<file path="src/rtl/uart_tx_arbiter.sv">
// UART sender arbiter: shares one UART sender between a 1-deep DMA
// slot and a CPU byte FIFO, round-robin when both sides are pending.
module uart_tx_arbiter #(
    parameter int FIFO_DEPTH = 16,
    parameter int BUSY_WAIT  = 4
) (
    input  logic                          clock,
    input  logic                          reset,
    input  logic                          dma_req,
    input  logic [7:0]                    dma_data,
    output logic                          dma_pending,
    input  logic                          cpu_push,
    input  logic [7:0]                    cpu_data,
    output logic                          cpu_full,
    output logic [$clog2(FIFO_DEPTH):0]   cpu_count,
    output logic [1:0]                    overflow,
    input  logic                          tx_busy,
    output logic                          tx_start,
    output logic [7:0]                    sdata,
    output logic                          idle
);

    localparam int PW = $clog2(FIFO_DEPTH);
    localparam int CW = PW + 1;
    localparam int TW = $clog2(BUSY_WAIT + 1);

    typedef enum logic [1:0] {
        IDLE,
        START,
        WAIT_BUSY,
        WAIT_DONE
    } state_e;

    state_e          state_q, state_d;
    logic [TW-1:0]   timer_q, timer_d;
    logic [7:0]      sdata_q, sdata_d;
    logic            rr_q, rr_d;
    logic            slot_q, slot_d;
    logic [7:0]      slot_data_q, slot_data_d;
    logic [PW-1:0]   wr_ptr_q, wr_ptr_d;
    logic [PW-1:0]   rd_ptr_q, rd_ptr_d;
    logic [CW-1:0]   count_q, count_d;
    logic [1:0]      ovf_q, ovf_d;
    logic [7:0]      mem [FIFO_DEPTH];

    logic            grant_dma;
    logic            grant_cpu;
    logic            push_ok;
    logic            cpu_has;

    assign cpu_has     = (count_q != '0);
    assign cpu_full    = (count_q == CW'(FIFO_DEPTH));
    assign push_ok     = cpu_push && !cpu_full;
    assign dma_pending = slot_q;
    assign cpu_count   = count_q;
    assign overflow    = ovf_q;
    assign sdata       = sdata_q;
    assign idle        = (state_q == IDLE) && !slot_q && !cpu_has;

    // Arbitration and sender handshake sequencing (rr_q=0 means DMA next)
    always_comb begin
        state_d   = state_q;
        timer_d   = timer_q;
        sdata_d   = sdata_q;
        rr_d      = rr_q;
        grant_dma = 1'b0;
        grant_cpu = 1'b0;
        tx_start  = 1'b0;
        unique case (state_q)
            IDLE: begin
                if ((slot_q || cpu_has) && !tx_busy) begin
                    if (slot_q && cpu_has) begin
                        grant_dma = !rr_q;
                        grant_cpu = rr_q;
                        rr_d      = !rr_q;
                    end else begin
                        grant_dma = slot_q;
                        grant_cpu = cpu_has;
                    end
                    sdata_d = grant_dma ? slot_data_q : mem[rd_ptr_q];
                    state_d = START;
                end
            end
            START: begin
                tx_start = 1'b1;
                timer_d  = '0;
                state_d  = WAIT_BUSY;
            end
            WAIT_BUSY: begin
                if (tx_busy) begin
                    state_d = WAIT_DONE;
                end else if (timer_q == TW'(BUSY_WAIT - 1)) begin
                    state_d = IDLE;
                end else begin
                    timer_d = timer_q + 1'b1;
                end
            end
            WAIT_DONE: begin
                if (!tx_busy) begin
                    state_d = IDLE;
                end
            end
            default: state_d = IDLE;
        endcase
    end

    // DMA slot, FIFO pointers/count and sticky overrun flags
    always_comb begin
        slot_d      = slot_q;
        slot_data_d = slot_data_q;
        wr_ptr_d    = wr_ptr_q;
        rd_ptr_d    = rd_ptr_q;
        count_d     = count_q;
        ovf_d       = ovf_q;
        if (grant_dma) begin
            slot_d = 1'b0;
        end
        if (dma_req && (!slot_q || grant_dma)) begin
            slot_d      = 1'b1;
            slot_data_d = dma_data;
        end
        if (dma_req && slot_q && !grant_dma) begin
            ovf_d[0] = 1'b1;
        end
        if (cpu_push && cpu_full) begin
            ovf_d[1] = 1'b1;
        end
        if (push_ok) begin
            wr_ptr_d = wr_ptr_q + 1'b1;
        end
        if (grant_cpu) begin
            rd_ptr_d = rd_ptr_q + 1'b1;
        end
        unique case ({push_ok, grant_cpu})
            2'b10:   count_d = count_q + 1'b1;
            2'b01:   count_d = count_q - 1'b1;
            default: count_d = count_q;
        endcase
    end

    // State and datapath registers
    always_ff @(posedge clock or posedge reset) begin
        if (reset) begin
            state_q     <= IDLE;
            timer_q     <= '0;
            sdata_q     <= '0;
            rr_q        <= 1'b0;
            slot_q      <= 1'b0;
            slot_data_q <= '0;
            wr_ptr_q    <= '0;
            rd_ptr_q    <= '0;
            count_q     <= '0;
            ovf_q       <= '0;
        end else begin
            state_q     <= state_d;
            timer_q     <= timer_d;
            sdata_q     <= sdata_d;
            rr_q        <= rr_d;
            slot_q      <= slot_d;
            slot_data_q <= slot_data_d;
            wr_ptr_q    <= wr_ptr_d;
            rd_ptr_q    <= rd_ptr_d;
            count_q     <= count_d;
            ovf_q       <= ovf_d;
        end
    end

    // FIFO storage; contents are meaningless until written, so no reset
    always_ff @(posedge clock) begin
        if (push_ok) begin
            mem[wr_ptr_q] <= cpu_data;
        end
    end

endmodule

</file>
<file path="config.mk">
export PLATFORM = sky130hd
export DESIGN_NAME = uart_tx_arbiter
export DESIGN_NICKNAME = d
export VERILOG_FILES = /design/src/rtl/uart_tx_arbiter.sv
export SDC_FILE = /design/constraint.sdc
export NUM_CORES = 1
export LEC_CHECK = 0
export BUFFER_PORTS_ARGS = -buffer_cell sky130_fd_sc_hd__buf_4
export CORE_MARGIN = 4
export CORE_UTILIZATION = 60
export DETAILED_ROUTE_END_ITERATION = 10
export PLACE_DENSITY_LB_ADDON = 0.15
export SLEW_MARGIN = 20
export SYNTH_ARGS = -nofsm -noshare
export SYNTH_HDL_FRONTEND = slang
export SYNTH_SLANG_ARGS = --single-unit
</file>
<file path="constraint.sdc">
create_clock -name clock -period 3.7 [get_ports clock]
set_input_delay 0.74 -clock clock [delete_from_list [all_inputs] [get_ports clock]]
set_output_delay 0.74 -clock clock [all_outputs]
set_load 0.02 [all_outputs]
</file>
### Word-level counts from Yosys, hierarchy flattened

Memory sizes are Yosys's and may differ from the RTL's.
Cells that the tools add are included.

* bits of input ports: 21
* word-level logic and storage cells: 78
* output and inout port bits: 19
* bits in registers: 38
* memories kept: 1
* RAM bits: 128

Memory list
* mem: depth 16, bits a word 8, rd ports 1, clocked after Yosys merged registers in 0, write ports 1, RTL line 44 `logic [7:0] mem [FIFO_DEPTH];`

* reduce and logical (&&, ||, !) cells: 26
* add/sub/neg operators: 5
* eq/ne operators: 12
* muxes and demuxes: 23

Operators with widths (count)
* $mux W1: 13
* $pmux W5 S2: 1
* $logic_and A1 B1 Y1: 9
* $reduce_and A3 Y1: 3
* $add A4 B1 Y4 const B: 2
* $mux W2: 4
* $mux W8: 1
* $pmux W2 S4: 1
* $eq A2 B2 Y1 const B: 3
* $logic_not A1 Y1: 6
* $mux W3: 2
* $ne A2 B2 Y1 const B: 3
* $pmux W3 S2: 1
* $reduce_bool A2 Y1: 3
* $add A5 B1 Y5 const B: 1
* $eq A5 B5 Y1 const B: 1
* $reduce_bool A5 Y1: 1
* $sub A5 B1 Y5 const B: 1
* $eq A2 B1 Y1 const B: 2
* $add A3 B1 Y3 const B: 1
* $eq A3 B2 Y1 const B: 1
* $ne A3 B3 Y1 const B: 1
* $logic_not A2 Y1: 1
* $logic_or A1 B1 Y1: 2
* 2 further kinds: 2

### Depth between registers and ports, before layout

* depth after elaboration: 10
* depth in mapped cells: 10
* mapped depth without buffers: 9

### Least setup slack after synthesis

Ideal clock, no wire load.

* path type: in2reg
* start point: input tx_busy
* end point: register count_q[4], in the netlist cpu_count[4]
* setup time: 0.081 ns
* slack: 0.903 ns
* stages: 9
* data required time: 3.619 ns
* data arrival time: 2.716 ns
* buffers on the path: 1
* cell sequence: or3_1 > buf_2 > a211oi_4 > ha_1 > ha_1 > a21o_1 > a21oi_1 > mux2i_1 > xnor2_1

* word-level cells in the longest chain between the ends: 6
* elaborated cells between the ends (all ways): 8
* those cells by class: 2 x eq/ne; 3 x mux; 3 x reduce/logical

RTL lines
* start, declared: RTL line 17 `input logic tx_busy,`
* $logic_not A1 Y1 *
* $logic_and A1 B1 Y1 *: RTL line 71 `if ((slot_q || cpu_has) && !tx_busy) begin`
* $mux W1 *: RTL line 71
* $mux W1 *: RTL line 69 `unique case (state_q)`
* via grant_cpu: RTL line 47 `logic grant_cpu;`
* $eq A2 B1 Y1 / $eq A2 B2 Y1 (equally long branches): RTL line 134 `unique case ({push_ok, grant_cpu})`
* $pmux W5 S2 / $reduce_bool A2 Y1 (equally long branches)
* end signal, assigned: RTL line 163 `count_q <= count_d;`
* end, declared: RTL line 42 `logic [CW-1:0] count_q, count_d;`

The timed path passes the listed nets; every way through them passes the cells marked *.
A chain may end at the register's enable or synchronous reset.

### Final worst setup path

* start point: register count_q[0], in the netlist cpu_count[0]
* end point: output idle

* word-level cells in the longest chain between the ends: 3

RTL lines
* $reduce_bool A5 Y1: RTL line 51 `assign cpu_has = (count_q != '0);`
* $logic_not A1 Y1: RTL line 58 `assign idle = (state_q == IDLE) && !slot_q && !cpu_has;`
* $logic_and A1 B1 Y1: RTL line 58
* end, declared: RTL line 20 `output logic idle`

No other way between the ends.

==> impl_metrics.ini <==
[power_and_ir_drop]
power_leakage_nw = 2.867
power.density_nw_per_um2 = 755.2
worst_ir_drop_vdd_uv = 505.3

[timing]
fmax_ghz = 0.3473
period_needed_ns = 2.879
holdWs_ns = 0.3063
slew_violations = 0
finalClockSkew_ns = 0.006689
fin_crit_sh = 0.7781
setup_viol_count_final = 0
setup_tns_ns = 0
hold_viol = 0
maxSlewHeadroom = 0.3282
worst_pin_slew_ns = 1.008
grt_setup_unrepaired = false

[global_routing]
antenna_found_initial = 0
grt_overflow = 0
grt_pass1_wl_um = 20600
grt_usage = 0.2133
grt_max_degree = 30
first_global_vias = 3760

[detailed_routing]
drt-vias-per-instance = 5.964
drt_pass1_iterations = 4
drtIter0Drc = 375
wl_per_cell_um = 20.62
ant_nets = 0
drc = 0
vias = 3614
drt_wl_total_um = 12490

[yosys]
syn_nets = 435
synth_top_cells_by_area = edfxtp_1 56%, dfrtp_1 14%, mux4_2 11%
synth_common_cells = 128 x edfxtp_1, 46 x nand2_1, 38 x dfrtp_1
synth_xor_xnor_area_share = 0.01407
synth_top_family_by_area = multiplexers
ys.flop_type = edfxtp_1
yosys_warnings = 0
seq_area_frac_synth = 0.7002
async_flop_share = 0.2289
synth-adder-area-share = 0.02302
post-synth-top-area-fraction = 0.5613
synth.most_common_cell = edfxtp_1
ys_ff_latch = 166
synth_edf_count = 128
syn_inst = 402
ys_types = 37
syn_area_um2 = 6848
yosys.area_share.simple = 0.05737
muxShareOfSynthArea = 0.1337
synth_compound_area_frac = 0.05354
yosysTopAreaCell = edfxtp_1
synth.avg_cell_area_um2 = 17.03

[clocking]
postCtsResizedCells = 0
htree_levels = 4
cts_setup_buffers = 0
cts_tree = built
numCtsBuffers = 17
clk_pin_slew_ns = 0.06
cts_root_buffer = clkbuf_16
cts_buffer_depth = 2
clock-sinks = 166
ctsHoldBuffers = 0
clk_latency_ns = 0.41

[setup_path]
worstPathRequired_ns = 2.96
endpoint_kind = output port
critical_path.max_fanout = 8
start_kind = flop
cp.arrival_ns = 2.14
worst-setup-path-type = flop to output port

[final_layout]
n_antenna_cell = 0
nFillCells = 672
multi_input_area_um2 = 1929
synthToLayoutAreaGrowth_pct = 14.82
final_nets = 486
seq_area_um2 = 4796
drive_above_1_share = 0.2554
fin_util = 0.7159

[placed_design]
portBuffers = 39
dp_hpwl_um = 8467
gp_congestion = 0.8268

[floorplan]
ioPinCount = 40
die_width_um = 114.8
die-area_um2 = 13190
core_um2 = 10980
rows = 38
initial_utilization = 0.6235
dieHeight_um = 114.8

[run_status]
status = completed

[min_path]
hp-class = input pin to asynchronous set/reset pin

[flow_run]
cap_violations = 0
placed cells by master (no fill, tap or decap), types with 4 or more instances in the layout:
master     Yosys  final
a21o_1         6      6
a221oi_1       7      7
a22o_1        11     11
buf_4          2     52
clkbuf_1       5      4
clkbuf_16      0     17
clkinv_4       0      4
dfrtp_1       38     37
edfxtp_1     128    128
ha_1          11     11
inv_1          8      8
mux2i_1       15     15
mux4_2        33     33
nand2_1       46     46
nand2b_1       4      4
nor2_1        17     17
nor2b_1        5      5
nor3_1         6      6
o21ai_0        5      5
o22ai_1        8      8
xnor2_1       10     10
critical path, cell delays in order (launching register included):
cell and delay [ns]:
dfrtp_1 0.47, nor4_4 0.56, nand2_1 0.23, nor4_1 0.25, buf_4 0.20
registers in the layout, indices dropped and copies added, names as in the netlist:
name	cells
cpu_count	5
dma_pending	1
mem	128
overflow	2
rd_ptr_q	4
rr_q	1
sdata	8
slot_data_q	8
state_q	2
timer_q	3
wr_ptr_q	4
layer usage:
metal / GRT usage / part of all wire / vias to the layer above / wire, µm
li1: - / - / 1658 / -
met1: 0.2937 / 0.43 / 1824 / 5327
met2: 0.3329 / 0.50 / 117 / 6211
met3: 0.06474 / 0.064 / 15 / 802
met4: 0.06886 / 0.012 / 0 / 154
met5: 0 / 0 / - / 0
metrics by stage:
stage	total power [mW]	instances	setup WS, ns	cell area [µm²]
after floorplan	3.869	402	0.9032	6848
after global placement	4.345	574	0.6850	7321
after detailed placement	4.392	574	0.6188	7321
after CTS	6.004	606	0.8116	7863
after global routing	6.292	606	0.6451	7863
final	5.938	606	0.8209	7863
report_power, final:
group	internal, mW	switching (mW)	total, mW
registers	2.34	0.338	2.68
logic	0.806	0.852	1.66
clock network	0.927	0.670	1.60
total	4.08	1.86	5.94
kinds of logic after synthesis:
kind of cell / count (synthesis)
muxes: 50
AOI/OAI and AO/OA: 48
xor gates and xnor gates: 11
buffers and inverters: 28
DFF: 166
and+or+nand+nor: 87
adders and majority gates: 12
final cells by class:
class,instances,share of cell area
well taps,140,0.02228
clock inverters,11,0.01289
clock buffers,21,0.05602
flip-flops and latches,166,0.6100
multi-input cells,208,0.2454
inverters,8,0.003819
repair buffers,52,0.04965
final timing paths:
kind                                    from           end  slack (ns)  cells after the start
max in group asynchronous              reset   rd_ptr_q[2]        2.67                      3
worst min register to register   overflow[1]   overflow[1]        0.46                      1
worst max-delay path            cpu_count[0]          idle        0.82                      4
worst max register to register  cpu_count[0]  cpu_count[4]        0.87                     10
worst min-delay path                   reset  cpu_count[3]        0.31                      2
min in group clock               overflow[1]   overflow[1]        0.46                      1
(Power assumes the default switching activity.)
